$ cat config.mk
export PLATFORM = sky130hd
export DESIGN_NAME = upuart_ocp_slave
export DESIGN_NICKNAME = d
export VERILOG_FILES = /design/src/rtl/upuart_ocp_slave_pkg.sv /design/src/rtl/upuart_ocp_decode.sv /design/src/rtl/upuart_ocp_slave.sv
export SDC_FILE = /design/constraint.sdc
export NUM_CORES = 1
export LEC_CHECK = 0
export ABC_AREA = 1
export CAP_MARGIN = 10
export CORE_ASPECT_RATIO = 0.75
export CORE_UTILIZATION = 45
export CTS_CLUSTER_DIAMETER = 50
export DETAILED_ROUTE_END_ITERATION = 10
export GPL_TIMING_DRIVEN = 0
export PLACE_DENSITY = 0.87
export REMOVE_ABC_BUFFERS = 1
export SLEW_MARGIN = 15
export SYNTH_ARGS = -nofsm -noshare
export SYNTH_HDL_FRONTEND = slang
export SYNTH_SLANG_ARGS = --single-unit
export TNS_END_PERCENT = 50
$ cat constraint.sdc
create_clock -name clk -period 3.3 [get_ports clk]
set_clock_uncertainty 0.15 [all_clocks]
set_input_delay 0.66 -clock clk [delete_from_list [all_inputs] [get_ports clk]]
set_output_delay 0.66 -clock clk [all_outputs]
set_load 0.005 [all_outputs]
$ cat src/rtl/upuart_ocp_slave_pkg.sv
`default_nettype none
// ============================================================================
// Module   : upuart_ocp_defs (package)
// Purpose  : Shared OCP command/response codes and the slave FSM state
//            encoding used by the UltiSoC peripheral OCP front-end.
// Contents : OCP_CMD_*  - MCmd encodings (values other than READ/WRITE idle)
//            OCP_RESP_* - SResp encodings
//            ST_*       - upuart_ocp_slave state encoding (ST_W bits)
// Revision : 1.0 - initial release
// ============================================================================
package upuart_ocp_defs;

  localparam logic [2:0] OCP_CMD_IDLE  = 3'd0;
  localparam logic [2:0] OCP_CMD_WRITE = 3'd1;
  localparam logic [2:0] OCP_CMD_READ  = 3'd2;

  localparam logic [1:0] OCP_RESP_NULL = 2'd0;
  localparam logic [1:0] OCP_RESP_DVA  = 2'd1;
  localparam logic [1:0] OCP_RESP_FAIL = 2'd2;
  localparam logic [1:0] OCP_RESP_ERR  = 2'd3;

  localparam int ST_W = 2;
  localparam logic [ST_W-1:0] ST_IDLE   = 2'd0;
  localparam logic [ST_W-1:0] ST_ACCESS = 2'd1;
  localparam logic [ST_W-1:0] ST_RESP   = 2'd2;

endpackage
`default_nettype wire

$ cat src/rtl/upuart_ocp_decode.sv
`default_nettype none
// ============================================================================
// Module   : upuart_ocp_decode
// Purpose  : Combinational address decode for the OCP register front-end:
//            word index, one-hot select, misalignment, range and read-only
//            violation checks.
// Ports    : i_addr     - OCP byte address
//            i_is_write - command is a WRITE (enables read-only check)
//            o_sel      - one-hot register select (all zero if out of range)
//            o_err      - misaligned, out of range, or write to RO register
// Revision : 1.0 - initial release
// ============================================================================
module upuart_ocp_decode #(
  parameter int               ADDR_WIDTH = 32,
  parameter int               BEN_WIDTH  = 4,
  parameter int               NREGS      = 4,
  parameter logic [NREGS-1:0] RO_MASK    = 'b1000
) (
  input  logic [ADDR_WIDTH-1:0] i_addr,
  input  logic                  i_is_write,
  output logic [NREGS-1:0]      o_sel,
  output logic                  o_err
);

  // A single-byte data path has no sub-word address bits to check.
  localparam int                    c_LSB      = (BEN_WIDTH > 1) ? $clog2(BEN_WIDTH) : 0;
  localparam logic [ADDR_WIDTH-1:0] c_LOW_MASK = ADDR_WIDTH'(BEN_WIDTH - 1);
  localparam logic [ADDR_WIDTH-1:0] c_NREGS    = ADDR_WIDTH'(NREGS);

  logic [ADDR_WIDTH-1:0] w_idx;
  logic                  w_misalign;
  logic                  w_in_range;
  logic                  w_ro_hit;

  assign w_idx      = i_addr >> c_LSB;
  assign w_misalign = |(i_addr & c_LOW_MASK);
  assign w_in_range = (w_idx < c_NREGS);

  genvar gi;
  generate
    for (gi = 0; gi < NREGS; gi++) begin : g_sel
      assign o_sel[gi] = (w_idx == ADDR_WIDTH'(gi));
    end
  endgenerate

  // o_sel is zero when out of range, so the RO lookup needs no extra guard.
  assign w_ro_hit = i_is_write & (|(o_sel & RO_MASK));
  assign o_err    = w_misalign | ~w_in_range | w_ro_hit;

endmodule
`default_nettype wire

$ cat src/rtl/upuart_ocp_slave.sv
`default_nettype none
// ============================================================================
// Module   : upuart_ocp_slave
// Purpose  : Registered OCP slave front-end for peripheral register files.
//            Accepts one command at a time, holds rd/wr to the register file
//            until i_ack (wait states allowed, optional timeout), and returns
//            a one-cycle DVA/ERR/FAIL response.
// Ports    : clk, nrst                       - clock, async active-low reset
//            i_MAddr/i_MCmd/i_MData/i_MByteEn - OCP request from master
//            o_SCmdAccept/o_SData/o_SResp    - OCP accept and response
//            o_rd/o_wr/o_sel/o_wdata/o_ben   - register-file request
//            i_rdata/i_ack                   - register-file completion
// Revision : 1.0 - initial release
// ============================================================================
module upuart_ocp_slave #(
  parameter int               ADDR_WIDTH = 32,
  parameter int               DATA_WIDTH = 32,
  parameter int               BEN_WIDTH  = DATA_WIDTH / 8,
  parameter int               NREGS      = 4,
  parameter logic [NREGS-1:0] RO_MASK    = 'b1000,
  parameter int               TIMEOUT    = 16
) (
  input  logic                  clk,
  input  logic                  nrst,
  input  logic [ADDR_WIDTH-1:0] i_MAddr,
  input  logic [2:0]            i_MCmd,
  input  logic [DATA_WIDTH-1:0] i_MData,
  input  logic [BEN_WIDTH-1:0]  i_MByteEn,
  output logic                  o_SCmdAccept,
  output logic [DATA_WIDTH-1:0] o_SData,
  output logic [1:0]            o_SResp,
  output logic                  o_rd,
  output logic                  o_wr,
  output logic [NREGS-1:0]      o_sel,
  output logic [DATA_WIDTH-1:0] o_wdata,
  output logic [BEN_WIDTH-1:0]  o_ben,
  input  logic [DATA_WIDTH-1:0] i_rdata,
  input  logic                  i_ack
);

  import upuart_ocp_defs::*;

  localparam int              c_TW    = (TIMEOUT > 0) ? $clog2(TIMEOUT + 1) : 1;
  localparam logic [c_TW-1:0] c_TMAX  = c_TW'(TIMEOUT);
  // Count value during the last permitted ACCESS cycle.
  localparam logic [c_TW-1:0] c_TLAST = (TIMEOUT > 0) ? c_TW'(TIMEOUT - 1) : '0;

  logic [ST_W-1:0]       r_state;
  logic [ST_W-1:0]       w_next;
  logic [c_TW-1:0]       r_tcnt;
  logic [1:0]            r_resp;
  logic [DATA_WIDTH-1:0] r_sdata;
  logic                  r_rd;
  logic                  r_wr;
  logic [NREGS-1:0]      r_sel;
  logic [DATA_WIDTH-1:0] r_wdata;
  logic [BEN_WIDTH-1:0]  r_ben;

  logic             w_cmd_rd;
  logic             w_cmd_wr;
  logic             w_accept;
  logic [NREGS-1:0] w_sel;
  logic             w_err;
  logic             w_no_bytes;
  logic             w_expire;

  assign w_cmd_rd   = (i_MCmd == OCP_CMD_READ);
  assign w_cmd_wr   = (i_MCmd == OCP_CMD_WRITE);
  assign w_accept   = (r_state == ST_IDLE) && (w_cmd_rd || w_cmd_wr);
  assign w_no_bytes = w_cmd_wr && (i_MByteEn == '0);
  assign w_expire   = (TIMEOUT > 0) && (r_tcnt == c_TLAST);

  upuart_ocp_decode #(
    .ADDR_WIDTH (ADDR_WIDTH),
    .BEN_WIDTH  (BEN_WIDTH),
    .NREGS      (NREGS),
    .RO_MASK    (RO_MASK)
  ) u_decode (
    .i_addr     (i_MAddr),
    .i_is_write (w_cmd_wr),
    .o_sel      (w_sel),
    .o_err      (w_err)
  );

  // State register
  always_ff @(posedge clk or negedge nrst) begin
    if (!nrst) begin
      r_state <= ST_IDLE;
    end else begin
      r_state <= w_next;
    end
  end

  // Next-state logic; errors and empty writes skip the register file.
  always_comb begin
    w_next = r_state;
    case (r_state)
      ST_IDLE: begin
        if (w_accept) begin
          w_next = (w_err || w_no_bytes) ? ST_RESP : ST_ACCESS;
        end
      end
      ST_ACCESS: begin
        if (i_ack || w_expire) begin
          w_next = ST_RESP;
        end
      end
      ST_RESP: w_next = ST_IDLE;
      default: w_next = ST_IDLE;
    endcase
  end

  // Output logic
  always_comb begin
    o_SCmdAccept = (r_state == ST_IDLE);
  end

  // Wait-state counter: zero outside ACCESS, saturating inside.
  always_ff @(posedge clk or negedge nrst) begin
    if (!nrst) begin
      r_tcnt <= '0;
    end else if (r_state != ST_ACCESS) begin
      r_tcnt <= '0;
    end else if (r_tcnt != c_TMAX) begin
      r_tcnt <= r_tcnt + 1'b1;
    end
  end

  // Registered request and response datapath.
  always_ff @(posedge clk or negedge nrst) begin
    if (!nrst) begin
      r_resp  <= OCP_RESP_NULL;
      r_sdata <= '0;
      r_rd    <= 1'b0;
      r_wr    <= 1'b0;
      r_sel   <= '0;
      r_wdata <= '0;
      r_ben   <= '0;
    end else begin
      case (r_state)
        ST_IDLE: begin
          if (w_accept) begin
            if (w_err) begin
              r_resp  <= OCP_RESP_ERR;
              r_sdata <= w_cmd_rd ? '1 : '0;
            end else if (w_no_bytes) begin
              r_resp  <= OCP_RESP_DVA;
            end else begin
              r_sel   <= w_sel;
              r_wdata <= i_MData;
              r_ben   <= i_MByteEn;
              r_rd    <= w_cmd_rd;
              r_wr    <= w_cmd_wr;
            end
          end
        end
        ST_ACCESS: begin
          // An ack on the expiry cycle still completes the access.
          if (i_ack) begin
            r_rd    <= 1'b0;
            r_wr    <= 1'b0;
            r_sel   <= '0;
            r_resp  <= OCP_RESP_DVA;
            r_sdata <= r_rd ? i_rdata : '0;
          end else if (w_expire) begin
            r_rd    <= 1'b0;
            r_wr    <= 1'b0;
            r_sel   <= '0;
            r_resp  <= OCP_RESP_FAIL;
            r_sdata <= '1;
          end
        end
        default: begin
          r_resp  <= OCP_RESP_NULL;
          r_sdata <= '0;
        end
      endcase
    end
  end

  assign o_SResp = r_resp;
  assign o_SData = r_sdata;
  assign o_rd    = r_rd;
  assign o_wr    = r_wr;
  assign o_sel   = r_sel;
  assign o_wdata = r_wdata;
  assign o_ben   = r_ben;

endmodule
`default_nettype wire
==> impl_metrics.csv <==
group,metric,value,unit
sta,fin_crit_sh,0.882,
sta,max-slew-margin-rel,0.290,
min_path,hold_path_class,"in2async",
floorplanning,num_rows,29,
worst_setup_path,slowest_delay,640,ps
pwr,p_per_area,493,nW/um^2
global_route,grt_pass1_wl,17800,um
detailed_routing,routed_wirelength,10600,um
job,drv_cap,0,
synthesis,synth-warning-count,0,
sta,finalWorstSetupSlack,389,ps
sta,fmax,0.344,GHz
floorplanning,dieWidth,111,um
synthesis,ys_types,27,
detailed_routing,drt.antenna.violating_nets,0,
clock_tree,postCtsSetupBuffers,0,
clock_tree,cts_max_path_buffers,2,
detailed_routing,vias,3862,
detailed_routing,drt_first_pass_iters,4,
sta,final-max-slew-violation-count,0,
clock_tree,cts_buffers,9,
worst_setup_path,crit_family,"simple AND/OR/NAND/NOR gates",
worst_setup_path,slowest_stage,"nand4_4",
final_layout,nFillCells,639,
floorplanning,die_y,83.6,um
clock_tree,clk_latency,320,ps
placement,pre_cts_ws,-66.3,ps
global_route,grt_pass1_vias,3802,
sta,finalSetupViolations,0,
placement,portBuffers,182,
worst_setup_path,crit_buf_inv,1,
detailed_routing,drt-initial-drc-count,159,
worst_setup_path,critPathArrivalTime,2960,ps
floorplanning,io_pins,183,
worst_setup_path,worstPathRequired,3350,ps
placement,placed_cell_area,5840,sq um
placement,place_congestion,0.859,
clock_tree,cts.sinks,83,
detailed_routing,via_per_inst,4.88,
detailed_routing,drc,0,
clock_tree,root_buffer,"clkbuf_16",
pwr,p_leak,2.72,nW
final_layout,instances_no_fill,791,
global_route,antenna_found_initial,0,
synthesis,synth-seq-cells,83,
sta,setup-tns-final,0,ps
sta,rsz0062_at_grt,"no",
status,status,"completed",
placement,dp_hpwl,7610,um
worst_setup_path,critical_path_class,"in2reg",
sta,hold_viol,0,
floorplanning,start_util,0.469,
worst_setup_path,worst_path_most_repeated_cell,"nand2_1",
worst_setup_path,path_max_fanout,72,
sta,worstMarginPinSlew,1060,ps
worst_setup_path,cp-start-kind,"input pin",
global_route,globalRoute.totalOverflow,0,
synthesis,synth_area,4000,sq um
clock_tree,cts_tree,"yes",
synthesis,synth_cells,511,
final_layout,area_delta_synth_final,53.7,%
floorplanning,die-area,9260,sq um
placement,placedCellCount,775,
final_layout,drive_gt1_frac,0.0439,
clock_tree,clk_pin_slew,60,ps
worst_setup_path,end_kind,"register",
clock_tree,cts-resized-gates,0,
final_layout,final_nets,787,
detailed_routing,routedWlPerCell,13.4,um
pwr,peakVddDrop,287,uV
sta,holdWs,159,ps
clock_tree,cts_max_level,3,
sta,post-route-min-period,2910,ps
clock_tree,ctsHoldBuffers,0,
global_route,grt_max_degree,73,
global_route,groute.usage.overall,0.236,
final_layout,fin_area,6140,sq um
final_layout,diodes,0,
synthesis,seq_area_frac_synth,0.520,
floorplanning,core_region_area,8530,sq um
synthesis,syn_avg_cell_area,7.82,sq um
worst_setup_path,timing.critical_path.cells,"clkdlybuf4s50_1 > nor2_1 > nand2_1 > nor2_2 > nand2_1 > nor2_4 > nand4_4 > o21ai_0",
==> cells in the mapped netlist <==
cell type | n | area share
dfrtp_1 | 83 | 0.52
o21ai_1 | 45 | 0.056
nand3_2 | 1 | 0.0025
buf_4 | 3 | 0.0056
buf_2 | 4 | 0.0050
a21oi_1 | 37 | 0.046
nor2_2 | 1 | 0.0016
nand4_1 | 4 | 0.0063
nand3_1 | 12 | 0.015
nand2_4 | 1 | 0.0028
ha_1 | 3 | 0.0094
buf_6 | 3 | 0.0085
nand2_2 | 1 | 0.0016
nor2_1 | 64 | 0.060
nand2_8 | 1 | 0.0050
clkbuf_2 | 1 | 0.0013
nand2_1 | 140 | 0.13
clkbuf_1 | 16 | 0.015
inv_1 | 50 | 0.047
inv_2 | 2 | 0.0019
or2_1 | 3 | 0.0047
nor3_1 | 3 | 0.0038
nand4_4 | 1 | 0.0053
clkinv_1 | 1 | 0.00094
nor2_4 | 2 | 0.0056
o21ai_0 | 28 | 0.035
nand3b_1 | 1 | 0.0019
==> sequential cells by signal, indices dropped and copies added (netlist names) <==
name / count
o_SData: 32
o_SResp: 2
o_ben: 4
o_rd: 1
o_sel: 4
o_wdata: 32
o_wr: 1
r_state: 2
r_tcnt: 5
==> kinds of logic (layout without fill, tap and decap cells) <==
kind of cell / after synthesis / after routing / share of synthesized area
flip-flops: 83 / 83 / 0.520
adder cells (fa/ha/maj): 3 / 3 / 0.00940
AO/OA/AOI/OAI: 110 / 110 / 0.138
AND/OR/NAND/NOR: 235 / 235 / 0.248
buffers and inverters: 80 / 252 / 0.0852
==> cell type report <==
type	count	area (sq um)	area share
clock inverter	7	76.3	0.0124
clock buffer	9	225	0.0367
multi-input combinational	348	1590	0.258
sequential	83	2080	0.338
timing repair buffer	183	1840	0.300
tap	108	135	0.0220
inverter	53	199	0.0324
==> power breakdown <==
| part | leakage, nW | switching (mW) | total, mW | internal (mW) |
|---|---|---|---|---|
| clock | 0.142 | 0.408 | 0.998 | 0.590 |
| sequential | 1.14 | 0.112 | 1.24 | 1.13 |
| combinational | 1.43 | 0.390 | 0.792 | 0.402 |
| total | 2.72 | 0.910 | 3.03 | 2.12 |
==> cell usage in the layout, fill, tap and decap left out, drive strengths merged, types with 4 or more instances in the layout <==
cell type	netlist	routed
inv	52	53
nand3	13	13
clkbuf	17	9
o21ai	73	73
a21oi	37	37
nand2	143	143
nor2	67	67
nand4	5	5
clkinv	1	4
dfrtp	83	83
clkdlybuf4s50	0	180
==> routing by layer <==
| layer | GRT usage | routed length [um] | part of all wire | up-vias |
|---|---|---|---|---|
| met1 | 0.303 | 4670 | 0.44 | 1754 |
| li1 | - | - | - | 1952 |
| met4 | 0.0594 | 119 | 0.011 | 0 |
| met3 | 0.0777 | 905 | 0.086 | 12 |
| met5 | 0 | 0 | 0 | - |
| met2 | 0.387 | 4870 | 0.46 | 144 |
==> per-stage QoR <==
step / total power, mW / utilization
floorplan: 1.56 / -
global placement: 2.02 / 0.681
detailed placement: 2.04 / 0.685
CTS: 3.07 / 0.721
global route: 3.20 / 0.720
finish: 3.03 / 0.720
==> final timing paths <==
check | end | slack [ps] | startpoint | depth (start not counted)
min in group clk | o_wr | 320 | o_wr | 2
hold reg to reg | o_wr | 320 | o_wr | 2
setup / recovery | o_wdata[3] | 390 | i_MAddr[13] | 8
max in group asynchronous | o_SResp[1] | 2250 | nrst | 2
setup reg to reg | o_wdata[3] | 830 | r_state[0] | 5
hold / removal | o_wdata[22] | 160 | nrst | 1
No activity file was read; power rests on OpenSTA's default activity.
